### src/rtl/jtag_bscan_core.sv
// IEEE 1149.1-style TAP with IR, IDCODE, BYPASS and an N_CH-channel boundary-scan register.
// Define JTAG_INTEST_EN to add INTEST (opcode 4) and the CORE_OUT update-cell mux.
module jtag_bscan_core #(
    parameter int          N_CH       = 4,
    parameter int          IR_W       = 4,
    parameter logic [31:0] IDCODE_VAL = 32'h1000_0001
) (
    input  logic            TCK,
    input  logic            TRST,
    input  logic            TMS,
    input  logic            TDI,
    output logic            TDO,
    output logic            TDO_EN,
    input  logic [N_CH-1:0] CORE_IN,
    input  logic [N_CH-1:0] PIN_IN,
    output logic [N_CH-1:0] CORE_OUT,
    output logic [N_CH-1:0] PIN_OUT
);

    localparam int BSR_W = 2 * N_CH;

    localparam logic [IR_W-1:0] OP_IDCODE  = IR_W'(1);
    localparam logic [IR_W-1:0] OP_SAMPLE  = IR_W'(2);
    localparam logic [IR_W-1:0] OP_EXTEST  = IR_W'(3);
`ifdef JTAG_INTEST_EN
    localparam logic [IR_W-1:0] OP_INTEST  = IR_W'(4);
`endif
    localparam logic [IR_W-1:0] IR_CAPTURE = {{(IR_W-2){1'b0}}, 2'b01};

    typedef enum logic [3:0] {
        TLR, RTI,
        SEL_DR, CAP_DR, SHIFT_DR, EXIT1_DR, PAUSE_DR, EXIT2_DR, UPD_DR,
        SEL_IR, CAP_IR, SHIFT_IR, EXIT1_IR, PAUSE_IR, EXIT2_IR, UPD_IR
    } tap_state_t;

    tap_state_t state_q, state_d;

    logic [IR_W-1:0]  ir_shift;
    logic [IR_W-1:0]  ir_active;
    logic             bypass_q;
    logic [31:0]      id_q;
    logic [BSR_W-1:0] bsr_q;
    logic [N_CH-1:0]  upd_out_q;
`ifdef JTAG_INTEST_EN
    logic [N_CH-1:0]  upd_in_q;
    logic             is_intest;
`endif

    logic sel_id;
    logic sel_bsr;
    logic sel_byp;
    logic is_extest;
    logic tdo_d;
    logic tdo_en_d;
    logic tdo_q;
    logic tdo_en_q;

    always_ff @(posedge TCK or posedge TRST) begin
        if (TRST) begin
            state_q <= TLR;
        end else begin
            state_q <= state_d;
        end
    end

    always_comb begin
        state_d = state_q;
        unique case (state_q)
            TLR:      state_d = TMS ? TLR      : RTI;
            RTI:      state_d = TMS ? SEL_DR   : RTI;
            SEL_DR:   state_d = TMS ? SEL_IR   : CAP_DR;
            CAP_DR:   state_d = TMS ? EXIT1_DR : SHIFT_DR;
            SHIFT_DR: state_d = TMS ? EXIT1_DR : SHIFT_DR;
            EXIT1_DR: state_d = TMS ? UPD_DR   : PAUSE_DR;
            PAUSE_DR: state_d = TMS ? EXIT2_DR : PAUSE_DR;
            EXIT2_DR: state_d = TMS ? UPD_DR   : SHIFT_DR;
            UPD_DR:   state_d = TMS ? SEL_DR   : RTI;
            SEL_IR:   state_d = TMS ? TLR      : CAP_IR;
            CAP_IR:   state_d = TMS ? EXIT1_IR : SHIFT_IR;
            SHIFT_IR: state_d = TMS ? EXIT1_IR : SHIFT_IR;
            EXIT1_IR: state_d = TMS ? UPD_IR   : PAUSE_IR;
            PAUSE_IR: state_d = TMS ? EXIT2_IR : PAUSE_IR;
            EXIT2_IR: state_d = TMS ? UPD_IR   : SHIFT_IR;
            UPD_IR:   state_d = TMS ? SEL_DR   : RTI;
            default:  state_d = TLR;
        endcase
    end

    // Test-Logic-Reset re-selects IDCODE just like TRST does.
    always_ff @(posedge TCK or posedge TRST) begin
        if (TRST) begin
            ir_shift  <= '0;
            ir_active <= OP_IDCODE;
        end else if (state_q == TLR) begin
            ir_shift  <= '0;
            ir_active <= OP_IDCODE;
        end else begin
            if (state_q == CAP_IR) begin
                ir_shift <= IR_CAPTURE;
            end else if (state_q == SHIFT_IR) begin
                ir_shift <= {TDI, ir_shift[IR_W-1:1]};
            end
            if (state_q == UPD_IR) begin
                ir_active <= ir_shift;
            end
        end
    end

    always_comb begin
        sel_id    = 1'b0;
        sel_bsr   = 1'b0;
        is_extest = 1'b0;
`ifdef JTAG_INTEST_EN
        is_intest = 1'b0;
`endif
        case (ir_active)
            OP_IDCODE: sel_id = 1'b1;
            OP_SAMPLE: sel_bsr = 1'b1;
            OP_EXTEST: begin
                sel_bsr   = 1'b1;
                is_extest = 1'b1;
            end
`ifdef JTAG_INTEST_EN
            OP_INTEST: begin
                sel_bsr   = 1'b1;
                is_intest = 1'b1;
            end
`endif
            default: ;
        endcase
        sel_byp = !sel_id && !sel_bsr;
    end

    always_ff @(posedge TCK or posedge TRST) begin
        if (TRST) begin
            bypass_q  <= 1'b0;
            id_q      <= '0;
            bsr_q     <= '0;
            upd_out_q <= '0;
`ifdef JTAG_INTEST_EN
            upd_in_q  <= '0;
`endif
        end else begin
            if (state_q == CAP_DR) begin
                if (sel_byp) bypass_q <= 1'b0;
                if (sel_id)  id_q     <= IDCODE_VAL;
                if (sel_bsr) bsr_q    <= {CORE_IN, PIN_IN};
            end else if (state_q == SHIFT_DR) begin
                if (sel_byp) bypass_q <= TDI;
                if (sel_id)  id_q     <= {TDI, id_q[31:1]};
                if (sel_bsr) bsr_q    <= {TDI, bsr_q[BSR_W-1:1]};
            end
            if (state_q == UPD_DR && sel_bsr) begin
                upd_out_q <= bsr_q[BSR_W-1:N_CH];
`ifdef JTAG_INTEST_EN
                upd_in_q  <= bsr_q[N_CH-1:0];
`endif
            end
        end
    end

    always_comb begin
        tdo_d    = 1'b0;
        tdo_en_d = 1'b0;
        if (state_q == SHIFT_IR) begin
            tdo_d    = ir_shift[0];
            tdo_en_d = 1'b1;
        end else if (state_q == SHIFT_DR) begin
            tdo_en_d = 1'b1;
            if (sel_id) begin
                tdo_d = id_q[0];
            end else if (sel_bsr) begin
                tdo_d = bsr_q[0];
            end else begin
                tdo_d = bypass_q;
            end
        end
    end

    // Falling-edge launch gives the receiving device half a cycle of setup.
    always_ff @(negedge TCK or posedge TRST) begin
        if (TRST) begin
            tdo_q    <= 1'b0;
            tdo_en_q <= 1'b0;
        end else begin
            tdo_q    <= tdo_d;
            tdo_en_q <= tdo_en_d;
        end
    end

    assign TDO    = tdo_q;
    assign TDO_EN = tdo_en_q;

    always_comb begin
        PIN_OUT = is_extest ? upd_out_q : CORE_IN;
`ifdef JTAG_INTEST_EN
        CORE_OUT = is_intest ? upd_in_q : PIN_IN;
`else
        CORE_OUT = PIN_IN;
`endif
    end

endmodule

### config.mk
export PLATFORM = sky130hd
export DESIGN_NAME = jtag_bscan_core
export DESIGN_NICKNAME = d
export VERILOG_FILES = /design/src/rtl/jtag_bscan_core.sv
export SDC_FILE = /design/constraint.sdc
export NUM_CORES = 1
export LEC_CHECK = 0
export ABC_AREA = 0
export CAP_MARGIN = 0
export CORE_UTILIZATION = 40
export CTS_BUF_LIST = sky130_fd_sc_hd__clkbuf_8
export CTS_CLUSTER_DIAMETER = 150
export DETAILED_ROUTE_END_ITERATION = 10
export PLACE_DENSITY_LB_ADDON = 0.15
export SLEW_MARGIN = 20
export SYNTH_ARGS = -nofsm -noshare
export SYNTH_HDL_FRONTEND = slang
export SYNTH_SLANG_ARGS = --single-unit
### constraint.sdc
create_clock -name TCK -period 2.05 [get_ports TCK]
set_input_delay 0.615 -clock TCK [delete_from_list [all_inputs] [get_ports TCK]]
set_output_delay 0.615 -clock TCK [all_outputs]
set_load 0.02 [all_outputs]
* Yosys cells after proc, flatten, opt, wreduce, memory -nomap -nowiden
Cells that the tools add are included.
** Word-level totals
- Logic and storage cells :: 88
- Flip-flop bits (word level) :: 59
- Input port bits :: 12
- Output and inout port bits :: 10
** Operators by class
- Multiplexer cells :: 40
- Eq/ne operators :: 24
- Reductions and logical operators :: 15
** Operators by type and width (count)
- $mux W32 :: 4
- $pmux W4 S12 :: 1
- $mux W4 :: 10
- $eq A4 B4 Y1 const B :: 8
- $mux W8 :: 4
- $eq A4 B2 Y1 const B :: 4
- $eq A4 B3 Y1 const B :: 4
- $mux W1 :: 16
- $ne A2 B2 Y1 const B :: 6
- $reduce_and A3 Y1 :: 3
- $eq A4 B1 Y1 const B :: 2
- $mux W2 :: 3
- $mux W3 :: 2
- $reduce_or A2 Y1 :: 3
- $logic_not A4 Y1 :: 1
- $reduce_bool A2 Y1 :: 2
- $reduce_bool A3 Y1 :: 1
- $reduce_or A3 Y1 :: 1
- $logic_and A1 B1 Y1 :: 2
- $logic_not A1 Y1 :: 2

* Depth between registers and ports, before layout
- Depth after elaboration :: 8
- Mapped depth :: 7
- Mapped depth without buffers :: 3

==> metrics.yaml <==
status: "finished with violations"
violations: "negative setup slack"
fin_area_um2: 3935
start_util_pct: 42.36
hold_viol: 0
h-tree-depth: 3
rows: 30
clk_latency_ns: 0.34
gr-usage-all-layers_pct: 16.57
worstHoldPathType: "reg2reg"
netlist_instances: 276
cellPowerDensity_nw_per_um2: 1426
ys_seq_elements: 59
leakage_nw: 1.754
rsz0062_at_grt: "yes"
vdd_drop_max_mv: 0.7313
dr.pass1.iters: 4
die_h_um: 87.76
required_ns: 1.43
synth-edff-count: 0
post_drt_wl_per_cell_um: 13.29
multiInputGateArea_um2: 1339
die_w_um: 87.76
hpwl_um: 3522
grt_pass1_wl_um: 9660
max_stage_delay_ns: 0.40
port-buffer-count: 21
worst_slack_ns: -0.4243
placed_cell_area_um2: 3420
final_common_cell: "dfrtp_1"
synth-main-ff-cell: "dfrtp_1"
ys_warn_count: 0
cts-root-buf: "clkbuf_8"
drtIter0Drc: 99
end_kind: "primary output"
cap_violations: 0
drc: 0
path_clk_slew_ns: 0.06
core_area_um2: 6944
cp_num_buf_inv: 1
nFillCells: 604
drive_gt1_share_pct: 31.71
worst_ep_arrival_time_ns: 1.86
avgSynthCellArea_um2: 10.66
synth.cell_area_um2: 2942
final_nets: 335
cts_hold_buf: 0
synthArstFlopShare_pct: 100.0
syn_nets: 288
grt_max_degree: 55
worst_slew_pin_slew_ns: 0.6792
grt-ovfl-total: 0
crit_chain: "buf_6"
cts_inserted_buffers: 9
cts_tree: "built"
worstPathMaxFanout: 1
gp_congestion: 0.7194
slew_viol_final: 0
grt_pass1_vias: 2034
via_per_inst: 4.901
num_vias: 2078
area_delta_synth_final_pct: 33.77
cp_top_family: "flip-flops"
ant_nets: 0
cts.sinks: 59
utilization_pct: 56.67
mostFrequentLayoutCells: "dfrtp_1, inv_1, nand2_1, mux2i_1, buf_4"
regArea_um2: 1478
yosysSeqAreaShare_pct: 50.23
crit_slowest_cell: "dfrtn_1"
num_antenna_cells: 0
wl_um: 5633
timing.slew.headroom_pct: 54.72
synth.distinct_cells: 43
setup.worst_path.class: "reg2out"
cts_buffer_depth: 2
antenna_found_initial: 0
die_area_um2: 7701
num_io_pins: 22
clock_skew_ns: 0.01482
start_kind: "flop"
setup_viol: 16
-- final timing paths --
| check | from | to | slack (ns) | cells past startpoint |
|---|---|---|---|---|
| max reg2reg | ir_active[0] | TDO | -0.23 | 4 |
| min in group asynchronous | TRST | id_q[11] | 0.66 | 3 |
| min | id_q[31] | id_q[31] | 0.51 | 1 |
| max | TDO_EN | TDO_EN | -0.42 | 1 |
| max in group asynchronous | TRST | TDO | 0.46 | 2 |
| min reg2reg | id_q[31] | id_q[31] | 0.51 | 1 |
-- power by group --
part           internal (mW)  switching (mW)  leakage (nW)
Combinational           1.62            1.25         0.855
Sequential              1.47           0.192         0.796
Clock                  0.621           0.454         0.103
-- what timing repair did --
item	CTS	global route
gates resized for setup	67	18
setup buffers	12	1
pin swaps	8	10
cloned	3	0
endpoints found under the setup margin	53	52
-- sequential cells by signal (all words and copies together), names as in the netlist --
name and flops:
TDO_EN 1, bypass_q 1, state_q 4, upd_out_q 4, ir_active 4, TDO 1
ir_shift 4, bsr_q 8, id_q 32
-- worst register-to-register path, stage by stage, from the launching register on --
cell and delay [ns]:
dfstp_2 0.37, buf_6 0.11, or2_2 0.33, a21oi_4 0.16
o32ai_4 0.11
-- cell families (layout without fill, tap and decap cells) --
group | Yosys count | in the layout | synth area share [%]
AOI/OAI and AO/OA | 33 | 33 | 8.762
xor gates and xnor gates | 1 | 1 | 0.2978
buffers and inverters | 59 | 111 | 8.635
DFF | 59 | 59 | 50.23
muxes | 57 | 57 | 20.59
and+or+nand+nor | 67 | 67 | 11.48
-- Yosys cell counts, drive strengths merged (2+ instances only) --
library cell / number / share of area [%]
o21ai: 2 / 0.34
a22oi: 2 / 0.51
nand2b: 2 / 0.43
nor3b: 2 / 0.51
or4b: 2 / 0.68
a22o: 6 / 1.8
mux2i: 29 / 9.9
o221ai: 3 / 0.89
and3b: 2 / 0.60
o32ai: 2 / 0.60
clkbuf: 9 / 1.1
buf: 14 / 2.9
a211oi: 2 / 0.51
nor2: 9 / 1.1
dfrtn: 2 / 1.7
o22ai: 4 / 0.85
nor2b: 4 / 0.85
nand4: 2 / 0.43
nand2: 32 / 4.1
inv: 36 / 4.6
and3: 2 / 0.43
mux2: 28 / 11
dfrtp: 56 / 48
a21oi: 8 / 1.5
nor3: 2 / 0.34
nand3b: 2 / 0.51
-- metrics by stage --
stage | worst slack [ns] | hold WS [ns] | setup TNS [ns] | power, mW | instances
2_1_floorplan | -0.2582 | 0.4737 | -2.403 | 3.229 | 276
3_3_place_gp | -0.5430 | 0.4915 | -7.941 | 3.820 | 395
3_5_place_dp | -0.5400 | 0.4983 | -9.505 | 3.854 | 395
4_1_cts | -0.4447 | 0.5146 | -2.866 | 5.654 | 425
5_1_grt | -0.4723 | 0.5271 | -3.039 | 5.987 | 424
6_report | -0.4243 | 0.5139 | -2.181 | 5.613 | 424
-- layer usage --
layer | wire, um | global-route usage [%] | up-vias
met2 | 2692 | 25.23 | 29
met1 | 2723 | 21.98 | 1019
met3 | 187 | 6.032 | 4
li1 | - | - | 1026
met4 | 29 | 5.216 | 0
met5 | 0 | 0 | -
-- layout make-up --
cell class | instances | area share, %
flip-flops and latches | 59 | 37.55
repair buffers | 59 | 16.63
well taps | 96 | 3.052
clock inverters | 5 | 1.367
multi-input cells | 158 | 34.02
clock buffers | 11 | 3.847
inverters | 36 | 3.529
Power figures use the tool's default switching activity.
